### src/rtl/spi_frame_sequencer.sv
// Round-robin SPI master: two requesters share one 9-bit LSB-first frame link (mode 0).
// Each frame: one SETUP half-period, then a HIGH/LOW sck pair per bit, then back to IDLE.
module spi_frame_sequencer #(
    parameter int FRAME_BITS = 9,
    parameter int CLK_DIV    = 4
) (
    input  logic                  clk,
    input  logic                  rst,
    input  logic                  req0,
    input  logic [FRAME_BITS-1:0] data0,
    output logic                  gnt0,
    input  logic                  req1,
    input  logic [FRAME_BITS-1:0] data1,
    output logic                  gnt1,
    output logic                  busy,
    output logic                  done,
    output logic [FRAME_BITS-1:0] rx_data,
    output logic                  cs_n,
    output logic                  sck,
    output logic                  mosi,
    input  logic                  miso
);
    localparam int DIV_W = $clog2(CLK_DIV) + 1;
    localparam int BIT_W = $clog2(FRAME_BITS) + 1;
    localparam logic [DIV_W-1:0] DIV_LAST = DIV_W'(CLK_DIV - 1);
    localparam logic [BIT_W-1:0] BIT_LAST = BIT_W'(FRAME_BITS);

    typedef enum logic [1:0] {IDLE, SETUP, HIGH, LOW} state_t;

    state_t                state;
    logic                  ptr;
    logic [DIV_W-1:0]      div_cnt;
    logic [BIT_W-1:0]      bit_cnt;
    logic [FRAME_BITS-1:0] tx_shift;
    logic [FRAME_BITS-1:0] rx_shift;
    logic                  div_end;
    logic                  pick1;
    logic [FRAME_BITS-1:0] win_data;

    // ptr=1 means requester 1 wins a tie
    assign div_end  = (div_cnt == DIV_LAST);
    assign pick1    = req1 && (!req0 || ptr);
    assign win_data = pick1 ? data1 : data0;

    always_ff @(posedge clk) begin
        if (rst) begin
            state    <= IDLE;
            ptr      <= 1'b0;
            div_cnt  <= '0;
            bit_cnt  <= '0;
            tx_shift <= '0;
            rx_shift <= '0;
            rx_data  <= '0;
            gnt0     <= 1'b0;
            gnt1     <= 1'b0;
            busy     <= 1'b0;
            done     <= 1'b0;
            cs_n     <= 1'b1;
            sck      <= 1'b0;
            mosi     <= 1'b0;
        end else begin
            gnt0 <= 1'b0;
            gnt1 <= 1'b0;
            done <= 1'b0;
            if (state != IDLE) begin
                div_cnt <= div_end ? '0 : div_cnt + 1'b1;
            end
            case (state)
                IDLE: begin
                    div_cnt <= '0;
                    bit_cnt <= '0;
                    if (req0 || req1) begin
                        tx_shift <= win_data >> 1;
                        mosi     <= win_data[0];
                        ptr      <= ~pick1;
                        gnt0     <= ~pick1;
                        gnt1     <= pick1;
                        cs_n     <= 1'b0;
                        busy     <= 1'b1;
                        state    <= SETUP;
                    end
                end
                SETUP: begin
                    if (div_end) begin
                        sck   <= 1'b1;
                        state <= HIGH;
                    end
                end
                HIGH: begin
                    if (div_end) begin
                        rx_shift <= {miso, rx_shift[FRAME_BITS-1:1]};
                        bit_cnt  <= bit_cnt + 1'b1;
                        sck      <= 1'b0;
                        mosi     <= tx_shift[0];
                        tx_shift <= tx_shift >> 1;
                        state    <= LOW;
                    end
                end
                LOW: begin
                    if (div_end) begin
                        if (bit_cnt != BIT_LAST) begin
                            sck   <= 1'b1;
                            state <= HIGH;
                        end else begin
                            cs_n    <= 1'b1;
                            done    <= 1'b1;
                            busy    <= 1'b0;
                            rx_data <= rx_shift;
                            mosi    <= 1'b0;
                            state   <= IDLE;
                        end
                    end
                end
                default: state <= IDLE;
            endcase
        end
    end
endmodule

### config.mk
export PLATFORM = sky130hd
export DESIGN_NAME = spi_frame_sequencer
export DESIGN_NICKNAME = d
export VERILOG_FILES = /design/src/rtl/spi_frame_sequencer.sv
export SDC_FILE = /design/constraint.sdc
export NUM_CORES = 1
export LEC_CHECK = 0
export BUFFER_PORTS_ARGS = -buffer_cell sky130_fd_sc_hd__buf_2
export CORE_MARGIN = 2
export CORE_UTILIZATION = 25
export DETAILED_ROUTE_END_ITERATION = 16
export GPL_TIMING_DRIVEN = 0
export SLEW_MARGIN = 20
export SYNTH_ARGS = -nofsm -noshare
export SYNTH_HDL_FRONTEND = slang
export SYNTH_SLANG_ARGS = --single-unit
export TNS_END_PERCENT = 1
### constraint.sdc
create_clock -name clk -period 1.8 [get_ports clk]
set_clock_uncertainty 0.2 [all_clocks]
set_input_delay 0.36 -clock clk [delete_from_list [all_inputs] [get_ports clk]]
set_output_delay 0.36 -clock clk [all_outputs]
set_load 0.03 [all_outputs]
Word-level counts from Yosys, hierarchy flattened

Index checks and enable logic that the tools add are counted.

Bits in registers: 45
Bits in latches: 0
Bits in writable memories: 0
Memory bits (read-only): 0
Output and inout port bits: 16
Logic and storage cells: 85
Memories kept: 0

Add/subtract/negate cells: 2
Multipliers: 0
Div/mod/pow operators: 0
Order comparisons: 0
Eq/ne operators: 11
Shift operators: 0
Muxes and demuxes: 30
Bitwise logic cells: 6
Reduce and logical (&&, ||, !) cells: 22

Operators with widths:

| kind                | count |
|---|---|
| $mux 9              | 3 |
| $pmux 9 s2          | 1 |
| $mux 1              | 13 |
| $ne 2x2->1 const B  | 6 |
| $mux 2              | 5 |
| $pmux 5 s2          | 1 |
| $reduce_and 5->1    | 2 |
| $pmux 2 s4          | 1 |
| $reduce_and 4->1    | 2 |
| $not 1->1           | 6 |
| $pmux 1 s3          | 2 |
| $reduce_and 2->1    | 3 |
| $reduce_and 3->1    | 2 |
| $reduce_bool 2->1   | 3 |
| $reduce_bool 3->1   | 2 |
| $reduce_or 3->1     | 2 |
| $add 5x1->5 const B | 1 |
| $mux 5              | 1 |
| $ne 5x4->1 const B  | 1 |
| $eq 2x2->1 const B  | 2 |
| $pmux 1 s2          | 2 |
| $add 3x1->3 const B | 1 |
| $eq 3x2->1 const B  | 1 |
| $mux 3              | 1 |
| other kinds (6)     | 7 |

Depth between registers and ports, before layout

Word-level depth: 6
Gate-level depth with buffers: 9
Depth with buffers taken out: 6

Worst setup path before layout

OpenSTA, ideal clock, no wires.

Kind: register -> register
Start: register state[0]
End: register sck
Arrival time: 1605 ps
Slack: -90 ps
Stages on the path, launching flop included: 8
Clock period less this slack: 1890 ps
Path through: dfxtp_1 > inv_1 > ha_1 > buf_6 > or3_4 > a221oi_2 > nor2_1 > a211oi_1

Word-level cells in the longest chain between the ends: 3
Elaborated cells between the ends (all ways): 10
Those cells by class: eq/ne (7); mux (1); reduce/logical (2)

RTL lines:

| item                                                             | line | RTL |
|---|---|---|
| start: declaration                                               | 30   | `state_t state;` |
| start signal: assignment                                         | 47   | `state <= IDLE;` |
| start signal: assignment                                         | 80   | `state <= SETUP;` |
| start signal: assignment                                         | 86   | `state <= HIGH;` |
| $eq 2x2->1 / $eq 2x1->1 (equally long branches)                  | 68   | `case (state)` |
| $ne 2x2->1 (no line) / $reduce_bool 3->1 (equally long branches) | -    |  |
| $reduce_and 5->1 (no line)                                       | -    |  |
| end signal: assignment                                           | 59   | `sck <= 1'b0;` |
| end signal: assignment                                           | 85   | `sck <= 1'b1;` |
| end signal: assignment                                           | 93   | `sck <= 1'b0;` |
| end: declaration                                                 | 19   | `output logic sck,` |

Several ways; a longest one is shown, not always the timed one.
A chain may end at the register's enable or synchronous reset.

Worst setup path in the final report

Ends and elaborated chain as after synthesis.

==> flow_metrics.env <==
export IMPL_violations="negative setup slack"
export IMPL_r2r_end="sck$_SDFFE_PP0P_"
export IMPL_synth_top_cell_area_share=0.441
export IMPL_synth_simple_area_share=0.235
export IMPL_switching_share=0.349
export IMPL_ys_warn_count=0
export IMPL_max_cap_violations=0
export IMPL_reg2reg_depth=5
export IMPL_clkTransAtPathRegs_ps=80
export IMPL_antenna_found_initial=0
export IMPL_synth_compound_area_share=0.172
export IMPL_grt_pass1_wl_mm=7.95
export IMPL_setup_worst_path_end="sck$_SDFFE_PP0P_"
export IMPL_powerDensity_nw_per_um2=1250
export IMPL_vias=1770
export IMPL_nNetsFinal=303
export IMPL_power_leakage_nw=1.12
export IMPL_fin_ws_ps=-58.3
export IMPL_netlist_instances=219
export IMPL_ir_worst_vdd_mv=0.343
export IMPL_critPathBufInv=0
export IMPL_grt_start_max_net_pins=14
export IMPL_synth_xor_xnor_area_share=0.0132
export IMPL_ioPinCount=39
export IMPL_synthArstFlopShare=0
export IMPL_dpl_hpwl_mm=3.27
export IMPL_hp_class="in -> reg"
export IMPL_cp_slowest_cell="or3_4"
export IMPL_num_antenna_cells=0
export IMPL_yosys_area_top_type="dfxtp_1"
export IMPL_total_power_mw=3.37
export IMPL_synth_adder_area_share=0.0439
export IMPL_die_h_um=93.3
export IMPL_end_kind="flip-flop"
export IMPL_switchingPower_mw=1.18
export IMPL_status="finished, violations left"
export IMPL_finalHoldViolCount=0
export IMPL_first_pass_iters=4
export IMPL_crit_arrival_ps=1870
export IMPL_crit_chain="ha_2 > or3_4 > a221oi_2 > nor2_1 > a211oi_1"
export IMPL_globalplace_congestion=0.750
export IMPL_ys_types=44
export IMPL_startpoint="state[0]$_SDFFE_PP0P_"
export IMPL_cts_num_sinks=44
export IMPL_std_cell_rows=32
export IMPL_grt_pass1_vias=1739
export IMPL_synth_edf_count=0
export IMPL_slew_headroom=0.667
export IMPL_synth_area_per_cell_sq_um=9.11
export IMPL_p_seq_frac=0.371
export IMPL_cts_buffer_depth=2
export IMPL_grt_ovfl_total=0
export IMPL_r2r_slack_ps=-60
export IMPL_synthTopCellsByArea="dfxtp_1 44%, mux2i_1 4.5%, ha_1 4.4%"
export IMPL_crit_cells=5
export IMPL_initial_core_util=0.258
export IMPL_routed_wl_mm=4.79
export IMPL_syn_nets=249
export IMPL_pwr_share_clk=0.189
export IMPL_finalCriticalPeriod_ps=1860
export IMPL_rsz0062_at_grt="true"
export IMPL_cpLargestDelayFamily="simple AND/OR/NAND/NOR gates"
export IMPL_yosys_most_used_dff="dfxtp_1"
export IMPL_cp_required_ps=1820
export IMPL_fin_crit_sh=1.03
export IMPL_drive_above_1_share=0.343
export IMPL_die_width_um=93.3
export IMPL_worst_slew_pin_slew_ps=500
export IMPL_portBuffers=37
export IMPL_timing_rr_start="state[0]$_SDFFE_PP0P_"
export IMPL_p_int_mw=2.19
export IMPL_viasPerCell=4.71
export IMPL_grt_use_total=0.113
export IMPL_start_kind="flip-flop"
export IMPL_tritoncts="yes"
export IMPL_whs_path_depth=3
export IMPL_synth_area_sq_um=2000
export IMPL_clk_root_buffer_cell="clkbuf_8"
export IMPL_core_area_sq_um=7730
export IMPL_synth_seq_cells=44
export IMPL_finalMaxSlewViolations=0
export IMPL_yosysMostFrequentCell="dfxtp_1"
export IMPL_cp_max_fo=7
export IMPL_synth_top_family_by_area="simple AND/OR/NAND/NOR gates"
export IMPL_setup_violations_final=1
export IMPL_fmax_ghz=0.538
export IMPL_nFillCells=789
export IMPL_yosys_top_cells_count="44 x dfxtp_1, 20 x nand2_1, 19 x nor2_1, 15 x a21oi_1, 15 x nand3_1"
export IMPL_cpPeakStageDelay_ps=430
export IMPL_ant_nets=0
export IMPL_drc=0
export IMPL_die_area_sq_um=8710
export IMPL_worstSetupPathType="reg -> reg"
export IMPL_h_tree_depth=2
export IMPL_clock_latency_ps=290
export IMPL_cts_buffers=5
export IMPL_synth_mux_area_frac=0.0451
export IMPL_wl_per_cell_um=12.7
export IMPL_ys_seq_area_frac=0.441
export IMPL_drt_iter0_drc=95
export IMPL_area_growth_pct=34.9
export IMPL_hold_slack_ps=104
export IMPL_power_frac_comb=0.440
-- flip-flops by register name (all words and copies together) (netlist names) --
register,flops
mosi,1
bit_cnt,5
div_cnt,3
cs_n,1
tx_shift,8
rx_data,9
gnt0,1
ptr,1
rx_shift,9
gnt1,1
state,2
done,1
busy,1
sck,1
-- metal layers --
layer,up-vias,part of all wire,track usage
met5,-,0,0
met4,0,0.0067,0.0331
met3,2,0.025,0.0210
met2,18,0.53,0.204
met1,859,0.44,0.134
li1,891,-,-
-- cell usage in the layout (no fill, tap or decap), types with 2 or more instances in the layout --
cell type | synthesis | layout
a211oi_1 | 4 | 3
a21oi_1 | 15 | 14
a311oi_1 | 2 | 2
a32o_1 | 8 | 8
and4_1 | 2 | 2
buf_2 | 6 | 38
buf_4 | 1 | 13
buf_6 | 1 | 2
buf_8 | 0 | 2
clkbuf_1 | 6 | 5
clkbuf_8 | 0 | 6
clkinv_2 | 0 | 2
dfxtp_1 | 44 | 40
dfxtp_2 | 0 | 2
dfxtp_4 | 0 | 2
ha_1 | 7 | 2
ha_2 | 0 | 2
ha_4 | 0 | 3
inv_1 | 7 | 4
inv_4 | 0 | 2
mux2i_1 | 9 | 9
nand2_1 | 20 | 20
nand2b_1 | 9 | 9
nand3_1 | 15 | 14
nor2_1 | 19 | 19
nor2b_1 | 4 | 2
nor3_1 | 3 | 3
nor4b_1 | 2 | 2
o2111ai_4 | 0 | 2
o21ai_0 | 9 | 8
xor2_1 | 3 | 3
-- per-stage QoR --
stage	TNS, ps	instance area, sq um	utilization	cells	setup slack [ps]
after floorplan	-257	2000	-	219	-32.4
after global placement	-2870	2310	0.300	358	-160
after detailed placement	-3820	2310	0.300	358	-183
after CTS	-486	2550	0.330	373	-52.4
after global routing	-438	2690	0.348	376	-79.8
final	-58.3	2690	0.348	376	-58.3
-- how the worst min path moves through the flow --
stage / from / endpoint / slack (ps)
after floorplan: div_cnt[0]$_SDFFE_PP0N_ / div_cnt[0]$_SDFFE_PP0N_ / 210
after global placement: div_cnt[0]$_SDFFE_PP0N_ / div_cnt[0]$_SDFFE_PP0N_ / 220
after detailed placement: div_cnt[0]$_SDFFE_PP0N_ / div_cnt[0]$_SDFFE_PP0N_ / 230
after global routing: miso / rx_shift[8]$_SDFFE_PP0P_ / 100
after CTS: miso / rx_shift[8]$_SDFFE_PP0P_ / 100
final: miso / rx_shift[8]$_SDFFE_PP0P_ / 100
-- cell families (layout without fill, tap and decap cells) --
logic type / count (synthesis) / count (layout)
AND/OR/NAND/NOR: 87 / 87
AO/OA/AOI/OAI: 48 / 48
flip-flops: 44 / 44
buffers and inverters: 21 / 76
multiplexers: 9 / 9
adder cells (fa/ha/maj): 7 / 7
XOR/XNOR: 3 / 3
-- area by class of cell --
type / count / area (sq um) / area share
Multi-Input combinational cell: 154 / 1160 / 0.432
Sequential cell: 44 / 891 / 0.331
Timing Repair Buffer: 51 / 312 / 0.116
Tap cell: 102 / 128 / 0.0474
Clock buffer: 6 / 82.6 / 0.0307
Buffer: 10 / 72.6 / 0.0270
Inverter: 7 / 35.0 / 0.0130
Clock inverter: 2 / 10.0 / 0.00372
-- timing repair --
action	in CTS	in global routing
gates cloned	0	1
setup endpoints to repair	34	26
buffers inserted	9	4
gates resized for setup	25	22
pin swaps	8	10
hold buffers	0	0
-- worst min-delay path, cell delays in order --
cell     delay (ps)
buf_2           100
nand2_1          50
a21oi_1          50
-- power by group through the flow --
stage | sequential [mW] | combinational [mW] | clock (mW)
after global placement | 1.25 | 1.01 | 0
after detailed placement | 1.25 | 1.03 | 0
final | 1.25 | 1.48 | 0.638
after floorplan | 1.32 | 0.712 | 0
after CTS | 1.24 | 1.26 | 0.656
after global routing | 1.27 | 1.61 | 0.687
Power figures use the tool's default switching activity.
